<file path="src/rtl/vpp_track_mc.sv">
`default_nettype none
// ============================================================================
// Module   : vpp_track_mc
// Brief    : Multi-channel peak-to-peak tracker. Each start measures one
//            window of 'times' strobed samples per channel and publishes
//            max, min and vpp (max - min) per channel.
// Options  : VPP_AVG_EN - when defined, 2**AVG_LOG2 consecutive windows are
//            measured per start and vpp is their truncated mean.
// Revision : 1.0 - initial release
// ============================================================================
module vpp_track_mc #(
  parameter int DW       = 12,
  parameter int CH       = 2,
  parameter int CNT_W    = 32,
  parameter int AVG_LOG2 = 2
) (
  input  logic              clk,
  input  logic              rst_n,
  input  logic              sample_en,
  input  logic [CH*DW-1:0]  din,
  input  logic [CNT_W-1:0]  times,
  input  logic              start,
  input  logic              clr,
  output logic              busy,
  output logic [CH*DW-1:0]  max,
  output logic [CH*DW-1:0]  min,
  output logic [CH*DW-1:0]  vpp,
  output logic              done,
  output logic              valid
);

  localparam logic [1:0] S_IDLE = 2'd0;
  localparam logic [1:0] S_ACC  = 2'd1;
  localparam logic [1:0] S_FIN  = 2'd2;

`ifdef VPP_AVG_EN
  localparam int AW  = DW + AVG_LOG2;
  localparam int WCW = (AVG_LOG2 > 0) ? AVG_LOG2 : 1;
`else
  // AVG_LOG2 has no effect without averaging: the published vpp is unshifted
  localparam int NO_SHIFT = 0 * AVG_LOG2;
`endif

  logic [1:0]       state;
  logic [1:0]       state_nxt;
  logic             rst_meta;
  logic             rst_sync_n;
  logic [CNT_W-1:0] times_q;
  logic [CNT_W-1:0] cnt;
  logic             cnt_last;
  logic             last_win;
  logic             accept_start;
  logic             take;
  logic             win_close;
  logic             meas_close;
  logic             publish;

  // Reset asserts asynchronously but releases only after two clean clock edges
  always_ff @(posedge clk or negedge rst_n) begin
    if (!rst_n) begin
      rst_meta   <= 1'b0;
      rst_sync_n <= 1'b0;
    end else begin
      rst_meta   <= 1'b1;
      rst_sync_n <= rst_meta;
    end
  end

  // FSM state register
  always_ff @(posedge clk or negedge rst_sync_n) begin
    if (!rst_sync_n) state <= S_IDLE;
    else             state <= state_nxt;
  end

  // FSM next-state: clr aborts from anywhere, start is only seen in IDLE
  always_comb begin
    state_nxt = state;
    if (clr) begin
      state_nxt = S_IDLE;
    end else begin
      case (state)
        S_IDLE:  if (start)      state_nxt = S_ACC;
        S_ACC:   if (meas_close) state_nxt = S_FIN;
        S_FIN:                   state_nxt = S_IDLE;
        default:                 state_nxt = S_IDLE;
      endcase
    end
  end

  // FSM outputs and datapath qualifiers
  always_comb begin
    busy         = (state != S_IDLE);
    accept_start = (state == S_IDLE) && start && !clr;
    take         = (state == S_ACC) && sample_en && !clr;
    win_close    = take && cnt_last;
    meas_close   = win_close && last_win;
    publish      = (state == S_FIN) && !clr;
  end

  // Window length of zero behaves as one; times-1 is the closing count so the
  // counter never has to reach 2**CNT_W
  assign cnt_last = (cnt == (times_q - CNT_W'(1)));

  // Latched window length and per-window sample counter
  always_ff @(posedge clk or negedge rst_sync_n) begin
    if (!rst_sync_n) begin
      times_q <= '0;
      cnt     <= '0;
    end else if (accept_start) begin
      times_q <= (times == '0) ? CNT_W'(1) : times;
      cnt     <= '0;
    end else if (take) begin
      cnt     <= win_close ? '0 : cnt + CNT_W'(1);
    end
  end

`ifdef VPP_AVG_EN
  logic [WCW-1:0] win_cnt;

  assign last_win = (win_cnt == WCW'((1 << AVG_LOG2) - 1));

  // Counts closed windows within one averaged measurement
  always_ff @(posedge clk or negedge rst_sync_n) begin
    if (!rst_sync_n)       win_cnt <= '0;
    else if (accept_start) win_cnt <= '0;
    else if (win_close)    win_cnt <= win_cnt + WCW'(1);
  end
`else
  assign last_win = 1'b1;
`endif

  // Publish strobe and sticky result-valid flag
  always_ff @(posedge clk or negedge rst_sync_n) begin
    if (!rst_sync_n) begin
      done  <= 1'b0;
      valid <= 1'b0;
    end else begin
      done  <= publish;
      valid <= valid | publish;
    end
  end

  for (genvar k = 0; k < CH; k++) begin : g_ch
    logic [DW-1:0] s;
    logic [DW-1:0] run_max;
    logic [DW-1:0] run_min;
    logic [DW-1:0] nmax;
    logic [DW-1:0] nmin;
    logic [DW-1:0] wvpp;
    logic [DW-1:0] last_max;
    logic [DW-1:0] last_min;
    logic [DW-1:0] max_q;
    logic [DW-1:0] min_q;
    logic [DW-1:0] vpp_q;

    assign s    = din[k*DW +: DW];
    assign nmax = (s > run_max) ? s : run_max;
    assign nmin = (s < run_min) ? s : run_min;
    // A closing window always holds at least one sample, so nmax >= nmin
    assign wvpp = nmax - nmin;

    // Running extremes, re-seeded at every window close
    always_ff @(posedge clk or negedge rst_sync_n) begin
      if (!rst_sync_n) begin
        run_max <= '0;
        run_min <= '1;
      end else if (accept_start || win_close) begin
        run_max <= '0;
        run_min <= '1;
      end else if (take) begin
        run_max <= nmax;
        run_min <= nmin;
      end
    end

    // Snapshot of the extremes of the most recently closed window
    always_ff @(posedge clk or negedge rst_sync_n) begin
      if (!rst_sync_n) begin
        last_max <= '0;
        last_min <= '0;
      end else if (win_close) begin
        last_max <= nmax;
        last_min <= nmin;
      end
    end

`ifdef VPP_AVG_EN
    logic [AW-1:0] acc;

    // Sum of window vpp values across the averaged measurement
    always_ff @(posedge clk or negedge rst_sync_n) begin
      if (!rst_sync_n)       acc <= '0;
      else if (accept_start) acc <= '0;
      else if (win_close)    acc <= acc + AW'(wvpp);
    end

    // Result registers load once per measurement; mean is a truncating shift
    always_ff @(posedge clk or negedge rst_sync_n) begin
      if (!rst_sync_n) begin
        max_q <= '0;
        min_q <= '0;
        vpp_q <= '0;
      end else if (publish) begin
        max_q <= last_max;
        min_q <= last_min;
        vpp_q <= acc[AVG_LOG2 +: DW];
      end
    end
`else
    logic [DW-1:0] last_vpp;

    // Peak-to-peak of the closed window
    always_ff @(posedge clk or negedge rst_sync_n) begin
      if (!rst_sync_n)    last_vpp <= '0;
      else if (win_close) last_vpp <= wvpp;
    end

    // Result registers load once per measurement
    always_ff @(posedge clk or negedge rst_sync_n) begin
      if (!rst_sync_n) begin
        max_q <= '0;
        min_q <= '0;
        vpp_q <= '0;
      end else if (publish) begin
        max_q <= last_max;
        min_q <= last_min;
        vpp_q <= last_vpp >> NO_SHIFT;
      end
    end
`endif

    assign max[k*DW +: DW] = max_q;
    assign min[k*DW +: DW] = min_q;
    assign vpp[k*DW +: DW] = vpp_q;
  end

endmodule
`default_nettype wire

</file>
<file path="config.mk">
export PLATFORM = sky130hd
export DESIGN_NAME = vpp_track_mc
export DESIGN_NICKNAME = d
export VERILOG_FILES = /design/src/rtl/vpp_track_mc.sv
export SDC_FILE = /design/constraint.sdc
export NUM_CORES = 1
export LEC_CHECK = 0
export CAP_MARGIN = 15
export CORE_UTILIZATION = 35
export DETAILED_ROUTE_END_ITERATION = 8
export GPL_TIMING_DRIVEN = 0
export PLACE_DENSITY_LB_ADDON = 0.05
export REMOVE_ABC_BUFFERS = 1
export SETUP_SLACK_MARGIN = 0.1
export SLEW_MARGIN = 10
export SYNTH_ARGS = -nofsm -noshare
export SYNTH_HDL_FRONTEND = slang
export SYNTH_SLANG_ARGS = --single-unit
</file>
<file path="constraint.sdc">
create_clock -name clk -period 8 [get_ports clk]
set_input_delay 1.6 -clock clk [delete_from_list [all_inputs] [get_ports clk]]
set_output_delay 1.6 -clock clk [all_outputs]
set_load 0.02 [all_outputs]
</file>
==> results of run 1 <==
[placed cells by master, fill, tap and decap left out, types with 8 or more instances in the layout]
master,instances
xor2_1,40
dfrtp_1,237
nor4_1,21
nor2_1,63
nand2b_1,12
nand4_1,20
inv_1,88
or2_2,8
a21o_1,16
buf_6,9
mux2i_1,50
xnor2_1,45
a22oi_1,23
nor3_1,18
buf_4,9
o211ai_1,8
dfstp_2,24
o21ai_0,63
nor2b_1,9
clkbuf_16,31
or4_1,9
mux2_2,149
clkbuf_8,12
nand3_1,19
nand2_1,83
a21oi_1,29
clkdlybuf4s50_1,135
ha_1,70
and3_1,8
[cell type report]
type,count,area [µm²],area share [%]
Timing Repair Buffer,162,1740,10.1
Multi-Input combinational cell,866,6800,39.7
Sequential cell,262,6590,38.4
Inverter,88,330,1.93
Clock inverter,10,83.8,0.489
Tap cell,518,648,3.78
Clock buffer,48,960,5.60
[how the worst max path moves through the flow]
stage	from	end	depth (start not counted)
final	din[23]	g_ch[1].last_vpp[10]$_DFFE_PN0P_	19
after global routing	din[23]	g_ch[1].last_vpp[10]$_DFFE_PN0P_	19
after CTS	din[23]	g_ch[1].last_vpp[10]$_DFFE_PN0P_	19
after detailed placement	din[23]	g_ch[1].last_vpp[10]$_DFFE_PN0P_	19
after global placement	clr	cnt[7]$_DFFE_PN0P_	10
after floorplan	rst_sync_n$_DFF_PN0_	cnt[0]$_DFFE_PN0P_	0
[logic make-up (layout without fill, tap and decap cells)]
group | after synthesis | in the layout
compound gates | 207 | 207
xor+xnor | 85 | 85
fa+ha+maj | 72 | 72
buf+inv | 138 | 308
flops | 262 | 262
mux | 199 | 199
other cells | 1 | 1
simple gates | 302 | 302
[metal layers]
metal  track usage, %  routed length (µm)
met1             24.9               17300
met2             26.2               14600
met3             2.27                1130
met4             4.65                 731
met5                0                   0
[synthesized netlist by cell type (3+ instances only)]
cell type  count
mux2i_1       50
o22a_1         3
dfrtp_1      238
o211ai_1       8
or4_1          9
xor2_1        40
ha_1          70
nor3_1        19
mux2_2       149
a21oi_1       29
a2111oi_0      5
nor4_2         3
xnor2_1       45
o2111ai_1      6
inv_1         88
a22oi_1       23
clkbuf_1      31
a211o_1        3
nand4_1       20
o22ai_1        3
nand3_1       19
and3_1         8
nor2_1        65
and2_1         3
nand2_1       83
buf_4          3
o21ai_0       63
buf_1          3
and4_1         4
buf_2         11
a21o_1        16
or2_2          8
nor2b_1        9
nand2b_1      12
a21boi_0       7
o21bai_1       3
o31ai_1        6
nor4_1        21
or3_1          4
a31oi_1        7
dfstp_2       24
[worst max-delay path, delay by kind of cell]
kind	cells	cell delay, ns
fa+ha+maj	3	1.00
simple gates	2	0.37
xor+xnor	1	0.08
mux	2	0.63
compound gates	9	2.75
buf+inv	2	0.63
[flip-flops by register name, summed over array words and instances (netlist names)]
| signal | cells |
|---|---|
| g_ch.min_q | 24 |
| state | 2 |
| g_ch.vpp_q | 24 |
| g_ch.run_max | 24 |
| g_ch.run_min | 24 |
| times_q | 32 |
| done | 1 |
| valid | 1 |
| g_ch.max_q | 24 |
| g_ch.last_min | 24 |
| rst_meta | 1 |
| cnt | 32 |
| g_ch.last_max | 24 |
| g_ch.last_vpp | 24 |
| rst_sync_n | 1 |
[stage by stage]
step | TNS (ns) | setup WS (ns) | power (µW) | util [%]
4_1_cts | 0 | 1.37 | 3770 | 44.1
2_1_floorplan | 0 | 0.200 | 2050 | -
3_3_place_gp | -1545.51 | -6.07 | 2280 | 40.3
3_5_place_dp | 0 | 0.780 | 2310 | 41.4
5_1_grt | 0 | 0.927 | 3920 | 44.1
6_report | 0 | 1.40 | 3690 | 44.1
[power breakdown]
part | internal [µW] | switching (µW) | total [µW] | leakage (µW)
clock | 851 | 565 | 1420 | 0.000517
sequential | 1420 | 81.6 | 1500 | 0.00335
combinational | 338 | 442 | 780 | 0.00396
==> summary.md, run 1 <==
| Metric | Value |
|---|---|
| CTS Buf Count | 31 |
| ANT nets after route | 0 |
| Peak supply drop | ~0.16 mV |
| Io pins | 136 |
| Power Density | between 200 and 250 nW/µm² |
| Top cells by area, synth | dfrtp_1 43%, mux2_2 12%, ha_1 6.3% |
| Initial core utilization | a little over a third |
| Slew Viols, Final | 0 |
| R2R cell count | 19 |
| Synthesis-stage register bit count | 262 |
| Layout fillers | 3784 |
| Number of synthesized flops with an enable pin | 0 |
| Final Hold Violating Endpoints | 0 |
| Ant diodes | 0 |
| Ys Warns | 0 |
| Mapped Cells | 1266 |
| Global route overflow | 0 |
| Max Cap Violations | 0 |
| Max frequency | 151 MHz |
| Antenna violations before repair | 0 |
| Area delta synth->final | 23.3% |
| Worst hold slack | 0.120 ns |
| Detailed placement HPWL | approximately 25000 µm |
| # clock sinks | 262 |
| DR DRC count | 0 |
| Avg Synthesized Cell Area | between 10 and 15 µm² |
| # resized after CTS | 0 |
| Clock root cell | clkbuf_16 |
| Tcrit/Tclk final | 82.5% |
| Maximum number of pins on one net before global-route repair | 60 |
| Slowest cell on crit path | o41a_1 |
| Hold buffer count at cts | 0 |
| Worst-Margin Slew | 1.06 ns |
| Htree depth | 1 |
| Row cnt | 72 |
| Worst R2R End | g_ch[1].last_vpp[10]$_DFFE_PN0P_ |
| Post-synthesis compound-gate area fraction | 9.82% |
| Clk slew on worst S/H paths | 0.06 ns |
| Reg2reg start | g_ch[1].run_max[11]$_DFFE_PN0P_ |
| Die X | 201 µm |
| Placed insts | roughly 1900 |
| Simple-gate share of the synthesized area | between 10 and 15% |
| Finished Cell Area | 17100 µm² |
| Largest family of logic cells by synthesized area | multiplexers |
| CP max stage delay | 0.88 ns |
| Routed WL per cell | 17.3 µm |
| Via count | around 9700 |
| # setup viols final | 0 |
| Static leakage | 0.00783 µW |
| Cell taking the most area after synthesis | dfrtp_1 |
| Period minus WS final | 6.60 ns |
| Critical Path RT | between 8 and 9 ns |
| Worst Skew | around 0.017 ns |
| Vias in the first global route | 9907 |
| Arr. time, crit path | approximately 7.1 ns |
| Sequential-to-total area share from yosys stat | 47.3% |
| Finished Layout Cells | 1954 |
| Hold crit path type | reg2async |
| CP Launch Type | input port |
| DR vias/cell | around 5.0 |
| Mux contribution to synthesized area | between 10% and 20% |
| Status | completed |
| Top cell type's share of synthesized area | between 40 and 50% |
| Synth Cell Area | 13900 µm² |
| Post-CTS setup buffer count | 0 |
| Setup slack, reg-to-reg | 2.56 ns |
| Area after DPL | between 15000 and 20000 µm² |
| IO buf count | 135 |
| Synth Area in XOR/XNOR | 5.35% |
| Asr flop ratio synth | 100% |
| Adder-Cell Fraction of Synth Area | 6.58% |
| Nature of the critical path endpoint | flip-flop |
| Worst-path cell chain | clkdlybuf4s50_1 -> ha_1 -> nand4_1 -> nor2_1 -> a21boi_0 -> o41a_1 -> mux2i_1 -> ha_1 -> inv_1 -> fa_1 -> a21o_1 -> a21oi_1 -> o21bai_1 -> a21oi_1 -> o21ai_0 -> a21o_1 -> a21oi_1 -> xnor2_1 -> mux2_2 |
| Synth cell types | 74 |
| Die outline height | 201 µm |
| GP Congestion | ~0.8 |
| Pre-Repair DR Iteration Count | 4 |
| Unrepaired setup endpoints after global routing | no |
| Worst skew pair latency | 0.58 ns |
| Commonest register cell after synthesis | dfrtp_1 |
| Total Routing Usage GR | 17.0% |
| First-pass GRT wire length | 55500 µm |
| Nets | 1544 |
| Iter 0 DRT Violations | 339 |
| Std-Cell Core Area | 38900 µm² |
| CTS tree | built |
| Largest fanout on the critical path | 28 |
| Die area | between 40000 and 50000 µm² |
| Crit path kind | in2reg |
| Final wirelength | 33800 µm |
| CTS max path bufs | 3 |
| Layout cell share with drive strength beyond 1 | 19.2% |
| Normalized max-slew margin | 29.2% |
| Cell repeated most along the worst path | a21oi_1 |
Power figures use the tool's default switching activity.
==> run 2, diff against run 1 <==
==> constraint.sdc (replaced) <==
create_clock -name clk -period 6 [get_ports clk]
set_input_delay 1.2 -clock clk [delete_from_list [all_inputs] [get_ports clk]]
set_output_delay 1.2 -clock clk [all_outputs]
set_load 0.02 [all_outputs]
==> summary.md, run 2 (synthesized netlist as in run 1, its figures left out) <==
| Metric | Value |
|---|---|
| Die area | 40500 µm² |
| CP Launch Type | input port |
| CTS Buf Count | 31 |
| DR vias/cell | 4.98 |
| Sw Ratio | 29.5% |
| Std-Cell Core Area | 38900 µm² |
| Most frequent cells in the layout | 237 x dfrtp_1, 149 x mux2_2, 135 x clkdlybuf4s50_1, 88 x inv_1, 81 x nand2_1 |
| Crit path kind | in2reg |
| Static leakage | 0.00783 µW |
| Layout fillers | 3780 |
| Area after DPL | roughly 16000 µm² |
| Clock root cell | clkbuf_16 |
| Final Hold Violating Endpoints | 0 |
| Clk slew on worst S/H paths | 0.06 ns |
| Detailed placement HPWL | 25100 µm |
| Worst Skew | 0.0162 ns |
| Setup slack, reg-to-reg | approximately 0.99 ns |
| Total Routing Usage GR | 17.0% |
| Layout cell share with drive strength beyond 1 | 19.6% |
| Clk pwr share | a little under two fifths |
| Global route overflow | 0 |
| ANT nets after route | 0 |
| Vias in the first global route | 9916 |
| Iter 0 DRT Violations | 328 |
| Slew Viols, Final | 0 |
| Worst-path cell chain | clkdlybuf4s50_1 -> ha_1 -> nand4_1 -> nor2_1 -> a21boi_0 -> o41a_4 -> o21ai_0 -> ha_1 -> a21o_1 -> a21o_1 -> a21o_1 -> a31o_2 -> a41oi_1 -> a21oi_1 -> xnor2_1 -> mux2_2 |
| Die X | 201 µm |
| Largest regs | cnt x32, times_q x32 |
| Antenna violations before repair | 0 |
| Final wirelength | 33800 µm |
| IO buf count | 135 |
| CP max stage delay | between 0.6 and 0.7 ns |
| DR DRC count | 0 |
| Io pins | 136 |
| Die outline height | 201 µm |
| Pre-Repair DR Iteration Count | 4 |
| Routed WL per cell | 17.3 µm |
| Max frequency | 178 MHz |
| # clock sinks | 262 |
| Nets | 1544 |
| CTS tree | built |
| Power Density | between 200 and 300 nW/µm² |
| Hold crit path type | reg2async |
| Sequential group share of total power | between 40 and 50% |
| Normalized max-slew margin | 39.5% |
| Largest fanout on the critical path | 28 |
| Nature of the critical path endpoint | flip-flop |
| Reg2reg start | g_ch[1].run_min[1]$_DFFE_PN1P_ |
| Slowest cell on crit path | clkdlybuf4s50_1 |
| Area delta synth->final | 23.5% |
| Row cnt | a little over 70 |
| Via count | 9735 |
| Cell repeated most along the worst path | a21o_1 |
| Comb pwr share | between 20% and 30% |
| # setup viols final | 0 |
| Internal | 3480 µW |
| Ant diodes | 0 |
| Arr. time, crit path | slightly above 6 ns |
| Worst R2R End | g_ch[1].last_vpp[11]$_DFFE_PN0P_ |
| Maximum number of pins on one net before global-route repair | 60 |
| Initial core utilization | around 36% |
| Critical Path RT | 6.46 ns |
| Placed insts | 1896 |
| Max Cap Violations | 0 |
| Unrepaired setup endpoints after global routing | yes |
| Psw | 1460 µW |
| Status | completed |
| Htree depth | 1 |
| Peak supply drop | 0.210 mV |
| Area of the multi-input gates | roughly 6800 µm² |
| Finished Cell Area | 17200 µm² |
| Worst hold slack | 0.120 ns |
| Period minus WS final | between 5 and 6 ns |
| GP Congestion | approximately 0.82 |
| Reg area | 6590 µm² |
| First-pass GRT wire length | 55500 µm |
| Tcrit/Tclk final | 93.8% |
| Finished Layout Cells | between 1500 and 2000 |
| Worst skew pair latency | 0.58 ns |
| Commonest non-fill, non-tap cell in the layout | dfrtp_1 |
| Worst-Margin Slew | 0.899 ns |
| R2R cell count | 16 |
| CTS max path bufs | 3 |
run 2: worst max path at each step:
stage	cells after the start	end	slack (ns)	startpoint
global route	21	g_ch[0].last_vpp[10]$_DFFE_PN0P_	0.09	din[5]
detailed placement	19	g_ch[1].last_vpp[10]$_DFFE_PN0P_	-0.82	din[23]
floorplan	0	cnt[0]$_DFFE_PN0P_	-1.80	rst_sync_n$_DFF_PN0_
global placement	10	cnt[7]$_DFFE_PN0P_	-7.67	clr
finish	16	g_ch[1].last_vpp[11]$_DFFE_PN0P_	0.37	din[23]
CTS	19	g_ch[1].last_vpp[10]$_DFFE_PN0P_	0.16	din[23]
run 2: metal layers:
metal	GRT usage, %	part of all wire [%]
met5	0	0
met4	4.65	2.2
met3	2.27	3.4
met2	26.2	43
met1	24.9	51
run 2: layout make-up:
| class | instances | share of cell area, % |
|---|---|---|
| clock buffers | 48 | 5.59 |
| clock inverters | 10 | 0.488 |
| inverters | 88 | 1.92 |
| multi-input cells | 866 | 39.8 |
| flip-flops and latches | 262 | 38.4 |
| well taps | 518 | 3.77 |
| repair buffers | 162 | 10.1 |
run 2: stage by stage:
step	worst slack (ns)	utilization [%]	power, µW	setup TNS, ns
global placement	-7.67	40.3	3050	-2428.71
finish	0.371	44.1	4930	0
detailed placement	-0.820	41.4	3080	-3.42
CTS	0.164	44.1	5030	0
floorplan	-1.80	-	2740	-574.71
global route	0.0914	44.1	5240	0
run 2: power by group through the flow:
stage | clock network (µW) | registers (µW) | logic (µW)
6_report | 1890 | 2000 | 1050
5_1_grt | 2040 | 2010 | 1190
4_1_cts | 1970 | 2000 | 1060
3_5_place_dp | 0 | 2030 | 1050
3_3_place_gp | 0 | 2060 | 983
2_1_floorplan | 0 | 2020 | 720
run 2: critical path, delay by kind of cell:
family                   cells  cell delay, ns
AO/OA/AOI/OAI                9            2.93
buffers and inverters        1            0.64
adder cells (fa/ha/maj)      2            0.62
multiplexers                 1            0.26
AND/OR/NAND/NOR              2            0.25
XOR/XNOR                     1            0.17
run 2: timing repair:
item	in CTS	in global routing
pin swaps	0	1
endpoints found under the setup margin	3	6
buffers inserted	0	0
hold buffers	0	0
resized for setup	2	7
